===== src/rtl/time_date_sequencer.sv =====
// Time-of-day and calendar register sequencer: advances one field per cycle on a tick and accepts validated writes.
// Optional macro LEAP_YEAR_EN gives February 29 days when year[1:0]==0 (exact for 2000..2099).
module time_date_sequencer (
    input  logic       clk,
    input  logic       reset_n,
    input  logic       tick,
    input  logic       set_valid,
    output logic       set_ready,
    input  logic [2:0] set_field,
    input  logic [6:0] set_value,
    output logic       set_err,
    input  logic       clr_ovf,
    output logic [5:0] sec,
    output logic [5:0] min,
    output logic [4:0] hour,
    output logic [4:0] day,
    output logic [3:0] month,
    output logic [6:0] year,
    output logic       busy,
    output logic       upd_done,
    output logic       day_roll,
    output logic       tick_ovf,
    output logic [2:0] state_dbg
);

    typedef enum logic [2:0] {
        S_IDLE = 3'd0,
        S_SEC  = 3'd1,
        S_MIN  = 3'd2,
        S_HOUR = 3'd3,
        S_DAY  = 3'd4,
        S_MON  = 3'd5,
        S_YEAR = 3'd6
    } state_t;

    state_t     state, state_next;
    logic       pend;
    logic       leap_cur, leap_set;
    logic [4:0] cur_mlen;
    logic       set_ok, accept, last_step;

    function automatic logic [4:0] month_len(input logic [3:0] m, input logic leap);
        case (m)
            4'd4, 4'd6, 4'd9, 4'd11: month_len = 5'd30;
            4'd2:                    month_len = leap ? 5'd29 : 5'd28;
            default:                 month_len = 5'd31;
        endcase
    endfunction

`ifdef LEAP_YEAR_EN
    assign leap_cur = (year[1:0] == 2'b00);
    assign leap_set = (set_value[1:0] == 2'b00);
`else
    assign leap_cur = 1'b0;
    assign leap_set = 1'b0;
`endif

    assign cur_mlen  = month_len(month, leap_cur);
    assign state_dbg = state;

    always_ff @(posedge clk or negedge reset_n) begin
        if (!reset_n) state <= S_IDLE;
        else          state <= state_next;
    end

    always_comb begin
        state_next = state;
        case (state)
            S_IDLE:  if (tick || pend) state_next = S_SEC;
            S_SEC:   state_next = (sec == 6'd59)     ? S_MIN  : S_IDLE;
            S_MIN:   state_next = (min == 6'd59)     ? S_HOUR : S_IDLE;
            S_HOUR:  state_next = (hour == 5'd23)    ? S_DAY  : S_IDLE;
            S_DAY:   state_next = (day == cur_mlen)  ? S_MON  : S_IDLE;
            S_MON:   state_next = (month == 4'd12)   ? S_YEAR : S_IDLE;
            S_YEAR:  state_next = S_IDLE;
            default: state_next = S_IDLE;
        endcase
    end

    // Write handshake: a write transfers on a rising edge where set_valid && set_ready.
    // set_ready drops during an update, with a pending tick, or with a tick arriving, so ticks always win.
    always_comb begin
        busy      = (state != S_IDLE);
        set_ready = (state == S_IDLE) && !pend && !tick;
        accept    = set_valid && set_ready;
        last_step = (state != S_IDLE) && (state_next == S_IDLE);
    end

    // Month and year writes must keep the current day inside the resulting month.
    always_comb begin
        set_ok = 1'b0;
        case (set_field)
            3'd0: set_ok = (set_value < 7'd60);
            3'd1: set_ok = (set_value < 7'd60);
            3'd2: set_ok = (set_value < 7'd24);
            3'd3: set_ok = (set_value != 7'd0) && (set_value <= {2'b00, cur_mlen});
            3'd4: set_ok = (set_value != 7'd0) && (set_value <= 7'd12) &&
                           (day <= month_len(set_value[3:0], leap_cur));
            3'd5: set_ok = (set_value < 7'd100) && (day <= month_len(month, leap_set));
            default: set_ok = 1'b0;
        endcase
    end

    always_ff @(posedge clk or negedge reset_n) begin
        if (!reset_n) begin
            sec      <= 6'd0;
            min      <= 6'd0;
            hour     <= 5'd0;
            day      <= 5'd1;
            month    <= 4'd1;
            year     <= 7'd0;
            pend     <= 1'b0;
            tick_ovf <= 1'b0;
            set_err  <= 1'b0;
            upd_done <= 1'b0;
            day_roll <= 1'b0;
        end else begin
            set_err  <= 1'b0;
            upd_done <= last_step;
            day_roll <= (state == S_DAY);
            if (state == S_IDLE) pend <= pend && tick;
            else if (tick)       pend <= 1'b1;
            if ((state != S_IDLE) && tick && pend) tick_ovf <= 1'b1;
            else if (clr_ovf)                      tick_ovf <= 1'b0;
            case (state)
                S_SEC:  sec   <= (sec == 6'd59)    ? 6'd0 : sec + 6'd1;
                S_MIN:  min   <= (min == 6'd59)    ? 6'd0 : min + 6'd1;
                S_HOUR: hour  <= (hour == 5'd23)   ? 5'd0 : hour + 5'd1;
                S_DAY:  day   <= (day == cur_mlen) ? 5'd1 : day + 5'd1;
                S_MON:  month <= (month == 4'd12)  ? 4'd1 : month + 4'd1;
                S_YEAR: year  <= (year == 7'd99)   ? 7'd0 : year + 7'd1;
                default: begin
                    if (accept) begin
                        if (!set_ok) begin
                            set_err <= 1'b1;
                        end else begin
                            case (set_field)
                                3'd0:    sec   <= set_value[5:0];
                                3'd1:    min   <= set_value[5:0];
                                3'd2:    hour  <= set_value[4:0];
                                3'd3:    day   <= set_value[4:0];
                                3'd4:    month <= set_value[3:0];
                                default: year  <= set_value;
                            endcase
                        end
                    end
                end
            endcase
        end
    end

endmodule


===== config.mk =====
export PLATFORM = sky130hd
export DESIGN_NAME = time_date_sequencer
export DESIGN_NICKNAME = d
export VERILOG_FILES = /design/src/rtl/time_date_sequencer.sv
export SDC_FILE = /design/constraint.sdc
export NUM_CORES = 1
export LEC_CHECK = 0
export CORE_ASPECT_RATIO = 0.7
export CORE_MARGIN = 10
export CORE_UTILIZATION = 41
export CTS_CLUSTER_DIAMETER = 60
export DETAILED_ROUTE_END_ITERATION = 10
export PLACE_DENSITY = 0.66
export SETUP_SLACK_MARGIN = 0.3
export SLEW_MARGIN = 20
export SYNTH_ARGS = -nofsm -noshare
export SYNTH_HDL_FRONTEND = slang
export SYNTH_SLANG_ARGS = --single-unit

===== constraint.sdc =====
create_clock -name clk -period 5.4 [get_ports clk]
set_clock_uncertainty 0.1 [all_clocks]
set_input_delay 1.08 -clock clk [delete_from_list [all_inputs] [get_ports clk]]
set_output_delay 1.08 -clock clk [all_outputs]
set_load 0.1 [all_outputs]

; After elaboration in Yosys (flattened, before gate mapping)
; Cells that the tools add are included.
; W data, S select, Z words.
[word_totals]
out_inout_bits = 42
register_bits = 41
input_bits = 15
wordCells = 163
[classes]
muxes = 49
n_eq_ne = 28
n_reduce_logical = 55
bitwise_logic = 6
n_lt_le_gt_ge = 7
add_sub_neg = 6
[op_table]
columns = cell, n
row1 = $mux W5, 10
row2 = $mux W6, 8
row3 = $reduce_bool A2 Y1, 19
row4 = $reduce_or A5 Y1, 7
row5 = $mux W7, 4
row6 = $pmux W6 S2, 2
row7 = $reduce_and A4 Y1, 6
row8 = $eq A4 B4 Y1 const B, 5
row9 = $pmux W5 S2, 2
row10 = $pmux W3 S6, 1
row11 = $eq A4 B3 Y1 const B, 4
row12 = $mux W4, 4
row13 = $eq A3 B3 Y1 const B, 5
row14 = $pmux W7 S2, 1
row15 = $add A6 B1 Y6 const B, 2
row16 = $eq A3 B2 Y1 const B, 4
row17 = $eq A6 B6 Y1 const B, 2
row18 = $mux W3, 4
row19 = $logic_and A1 B1 Y1, 11
row20 = $add A5 B1 Y5 const B, 2
row21 = $le A5 B5 Y1, 2
row22 = $logic_not A3 Y1, 3
row23 = $eq A4 B2 Y1 const B, 2
row24 = $pmux W2 S2, 2
row25 = other kinds (24), 39

; Longest topological paths before layout
[depth]
word_depth = 10
ltp_mapped = 13
mapped_depth_nobuf = 12

; Worst setup path after synthesis
; OpenSTA, ideal clock, no wires.
[synth_path]
path_type = register to register
startpoint = register state[1], in the netlist state_dbg[1]
endpoint = register year[0]
setup_ps = 164
required_ps = 5136
n_path_buf = 1
t_arrival_ps = 3837
slack_ps = 1299
period_less_slack_ps = 4101
stages_incl_launch_ff = 9
cell_sequence = dfrtp_1 -> nor3_2 -> inv_2 -> nor3_2 -> nand3_1 -> nor3_1 -> buf_2 -> mux2i_1 -> o22ai_1
[synth_between]
elab_chain_len = 6
elab_cells_between_ends = 17
classes_between = 7 x eq/ne / 1 x mux / 1 x bitwise / 8 x reduce/logical
[synth_lines]
columns = element, line_no
row1 = start: declaration, 36  ; state_t state, state_next;
row2 = start signal: assignment, 63  ; else state <= state_next;
row3 = $logic_not A3 Y1, 84  ; set_ready = (state == S_IDLE) && !pend && !tick;
row4 = $logic_and A1 B1 Y1 (2 in series), 84
row5 = named net set_ready, 8  ; output logic set_ready,
row6 = $logic_and A1 B1 Y1, 85  ; accept = set_valid && set_ready;
row7 = $reduce_bool A2 Y1 (no line), n/a
row8 = $reduce_and A4 Y1 (no line), n/a
row9 = end signal: assignment, 131  ; S_YEAR: year <= (year == 7'd99) ? 7'd0 : year + 7'd1;
row10 = end signal: assignment, 143  ; default: year <= set_value;
row11 = end: declaration, 18  ; output logic [6:0] year,
; The timed path passes the listed nets, and every way through them passes these cells.
; A chain may end at the register's enable or synchronous reset.

; Worst setup path after layout
[layout_path]
startpoint = input set_value[3]
endpoint = register day[3]
[layout_between]
elab_chain_len = 9
elab_cells_between_ends = 26
classes_between = 6 x order compare / 5 x eq/ne / 7 x mux / 8 x reduce/logical
[layout_lines]
columns = element, line_no
row1 = start: declaration, 10  ; input logic [6:0] set_value,
row2 = $eq A4 B3 Y1 or $eq A4 B4 Y1 (tied branches), 43  ; case (m)
row3 = $reduce_or A4 Y1, 43
row4 = $pmux W2 S2, 43
row5 = $mux W5, 92  ; case (set_field)
row6 = $le A5 B5 Y1, 98  ; (day <= month_len(set_value[3:0], leap_cur));
row7 = $logic_and A1 B1 Y1, 97  ; 3'd4: set_ok = (set_value != 7'd0) && (set_value <= 7'd12) &&
row8 = $pmux W1 S5, 92
row9 = $reduce_bool A2 Y1 (no line), n/a
row10 = $reduce_and A4 Y1 (no line), n/a
row11 = end signal: assignment, 129  ; S_DAY: day <= (day == cur_mlen) ? 5'd1 : day + 5'd1;
row12 = end signal: assignment, 141  ; 3'd3: day <= set_value[4:0];
row13 = end: declaration, 16  ; output logic [4:0] day,
; Parallel ways exist; a longest one is shown, timed or not. The select of a mux whose other input is x is not followed.

==> reports/results.tsv <==
stage	metric	value	unit
flow_run	max_cap viols	0	
sta	fin crit period	3850	ps
route	DR vias	2684	
final_layout	Post-Layout Cell Count	472	
placement	Area after DPL	3480	um^2
sta	setup violators final	0	
route	Iter 0 DRT Violations	145	
power_and_ir_drop	Sequential Power Share	29.4	%
final_layout	# fillers	650	
sta	fmax	0.260	GHz
final_layout	Inserted Diodes	0	
sta	Tightest Pin Transition	986	ps
setup_path	CP required	5480	ps
power_and_ir_drop	sw frac	53.2	%
synthesis	Yosys warnings	0	
clock_tree	Longest Clk Path Bufs	2	
clock_tree	Num CTS Buffers	5	
synthesis	Mapped Avg Cell Area	8.79	um^2
clock_tree	clock sinks	41	
route	Pre-Repair DR Iteration Count	4	
synthesis	most area-consuming cells after synthesis	dfrtp_1 34%, ha_1 6.6%, nand2_1 4.3%, mux2i_1 4.2%, nor2_1 3.4%	
clock_tree	Post-CTS Hold Buffers	0	
status	outcome	completed	
sta	Slew Viols, Final	0	
setup_path	Worst Setup Start Kind	input port	
route	drt total wl	8090	um
synthesis	leading register cell type out of synthesis	dfrtp_1	
power_and_ir_drop	Power Total	1.55	mW
floorplan	CORE AREA	6760	um^2
route	antenna-violating nets left	0	
synthesis	post-synth top area cell	dfrtp_1	
placement	Placed Cells	464	
setup_path	CP Capture Type	register	
sta	max_slew headroom	34.1	%
synthesis	top-count cell post-synth	dfrtp_1	
clock_tree	clk slew on worst S/H paths	80	ps
synthesis	cell area after synthesis	2870	um^2
final_layout	area of the multi-input gates	1700	um^2
sta	final cycle utilization of the critical path	71.3	%
power_and_ir_drop	Worst VDD drop	0.413	mV
placement	# port buffers	56	
setup_path	Arr. time, crit path	3930	ps
final_layout	Storage cell area	1030	um^2
route	routed length per instance	17.1	um
clock_tree	post-CTS setup buffer count	0	
power_and_ir_drop	Pleak	1.47	nW
clock_tree	clk root buf	clkbuf_8	
floorplan	FP Rows	25	
sta	Hold Fails Final Rpt	0	
clock_tree	Clk Latency, worst-skew pair	290	ps
power_and_ir_drop	power share of the clock group	16.8	%
global_route	total gr overflow	0	
final_layout	final instance area	3590	um^2
global_route	GR Util All Layers	14.9	%
global_route	vias in the first global route	2576	
placement	gpl congestion	0.867	
synthesis	Post-Syn Nets	356	
route	Via-to-Cell Ratio	5.69	
floorplan	Top Ports	57	
route	drt drc	0	
floorplan	die span in x	120	um
power_and_ir_drop	net switching power	827	uW
floorplan	die area	10800	um^2
worst_hold_path	Worst Hold Class	register to register	
clock_tree	CTS tree	built	
global_route	largest net degree at the start of global routing	42	
synthesis	FFs w/ async S/R, synth	100	%
synthesis	Synth top area share	34.1	%
synthesis	count of cell types in the netlist	57	
floorplan	Die Ht	89.9	um
synthesis	synthesis-stage register bit count	41	
floorplan	Starting Density	42.4	%
synthesis	Syn Inst Count	326	
power_and_ir_drop	Power Internal	727	uW
clock_tree	H-tree depth	2	
placement	DP Wirelength	6060	um
setup_path	critical path class	input port to register	
synthesis	Post-synth EDFFs	0	
sta	RSZ-0062 raised after global routing	false	
synthesis	commonest cells in the netlist	39 x dfrtp_1, 33 x nand2_1, 26 x nor2_1, 19 x inv_1	
global_route	first-pass GRT wire length	13500	um
clock_tree	post-cts sizing count	0	
setup_path	crit-path max FO	12	
final_layout	Area Overhead vs Synth	25.4	%
final_layout	Total Nets Final	407	
global_route	initial antenna violation count	0	
sta	setup_tns	0	ps
synthesis	sequential share of the synthesized area	35.9	%
power_and_ir_drop	PwrDens	432	nW/um^2
final_layout	fraction of layout cells with a size suffix above 1	7.94	%
power_and_ir_drop	Comb pwr share	53.8	%
power by group through the flow:
stage / Combinational, mW / Sequential [mW] / Clock, mW
6_report: 0.836 / 0.458 / 0.261
5_1_grt: 0.877 / 0.472 / 0.282
4_1_cts: 0.841 / 0.457 / 0.268
3_5_place_dp: 0.840 / 0.461 / 0
3_3_place_gp: 0.833 / 0.461 / 0
2_1_floorplan: 0.241 / 0.848 / 0
flip-flops by register name, indices dropped and copies added (netlist names):
signal     cells
year           7
month          4
tick_ovf       1
upd_done       1
set_err        1
pend           1
hour           5
day            5
day_roll       1
sec            6
state_dbg      3
min            6
per-stage QoR:
step / setup WS, ps / utilization [%] / hold WS [ps]
final: 1550 / 53.2 / 405
after global routing: 1330 / 53.2 / 456
after CTS: 1540 / 53.2 / 413
after detailed placement: 1220 / 51.5 / 394
after global placement: 1400 / 51.5 / 387
after floorplan: 1300 / - / 461
critical path, cell delays in order:
cell,delay (ps)
clkdlybuf4s50_1,680
nor4b_1,440
ha_1,300
nor2b_1,130
o211ai_1,190
a32oi_2,210
nor4_4,490
o21ai_1,100
a221o_1,300
layer usage:
metal / GRT usage (%) / part of all wire (%) / vias to the layer above
li1: - / - / 1313
met1: 21.2 / 49 / 1290
met2: 21.9 / 43 / 79
met3: 4.18 / 8.0 / 2
met4: 2.71 / 0.31 / 0
met5: 0 / 0 / -
logic make-up after synthesis:
kind of cell             count (synthesis)  synth area share (%)
AO/OA/AOI/OAI                           83                  19.6
buffers and inverters                   33                  4.93
adder cells (fa/ha/maj)                 16                  6.90
AND/OR/NAND/NOR                        141                  28.5
flip-flops                              41                  35.9
multiplexers                            12                  4.19
worst paths after layout:
check | start | to | slack [ps] | cells past startpoint
max in group asynchronous | reset_n | sec[4] | 3760 | 1
min reg2reg | tick_ovf | tick_ovf | 410 | 1
min in group asynchronous | reset_n | year[5] | 820 | 1
min | tick_ovf | tick_ovf | 410 | 1
max | set_value[3] | day[3] | 1550 | 9
max reg2reg | month[0] | day[3] | 2230 | 12
placed cells by master, fill, tap and decap left out, drive strengths merged, types with 5 or more instances in the layout:
master	synthesis	layout
nand2	33	33
o21ai	28	28
a31oi	7	7
and3	10	10
nand4	5	5
a21oi	12	12
or2	5	5
nor3b	7	7
clkbuf	9	7
nor2	27	27
nor3	16	16
o211ai	6	6
mux2i	12	12
inv	20	20
dfrtp	39	39
nor4b	5	5
ha	15	15
a221o	6	6
clkdlybuf4s50	0	54
nand3	12	12
layout make-up:
cell class / instances / area share, %
Clock inverter: 1 / 0.836
Clock buffer: 7 / 2.40
Inverter: 20 / 2.09
Sequential cell: 41 / 28.6
Tap cell: 94 / 3.27
Multi-Input combinational cell: 252 / 47.2
Timing Repair Buffer: 57 / 15.6
Power figures use the tool's default switching activity.
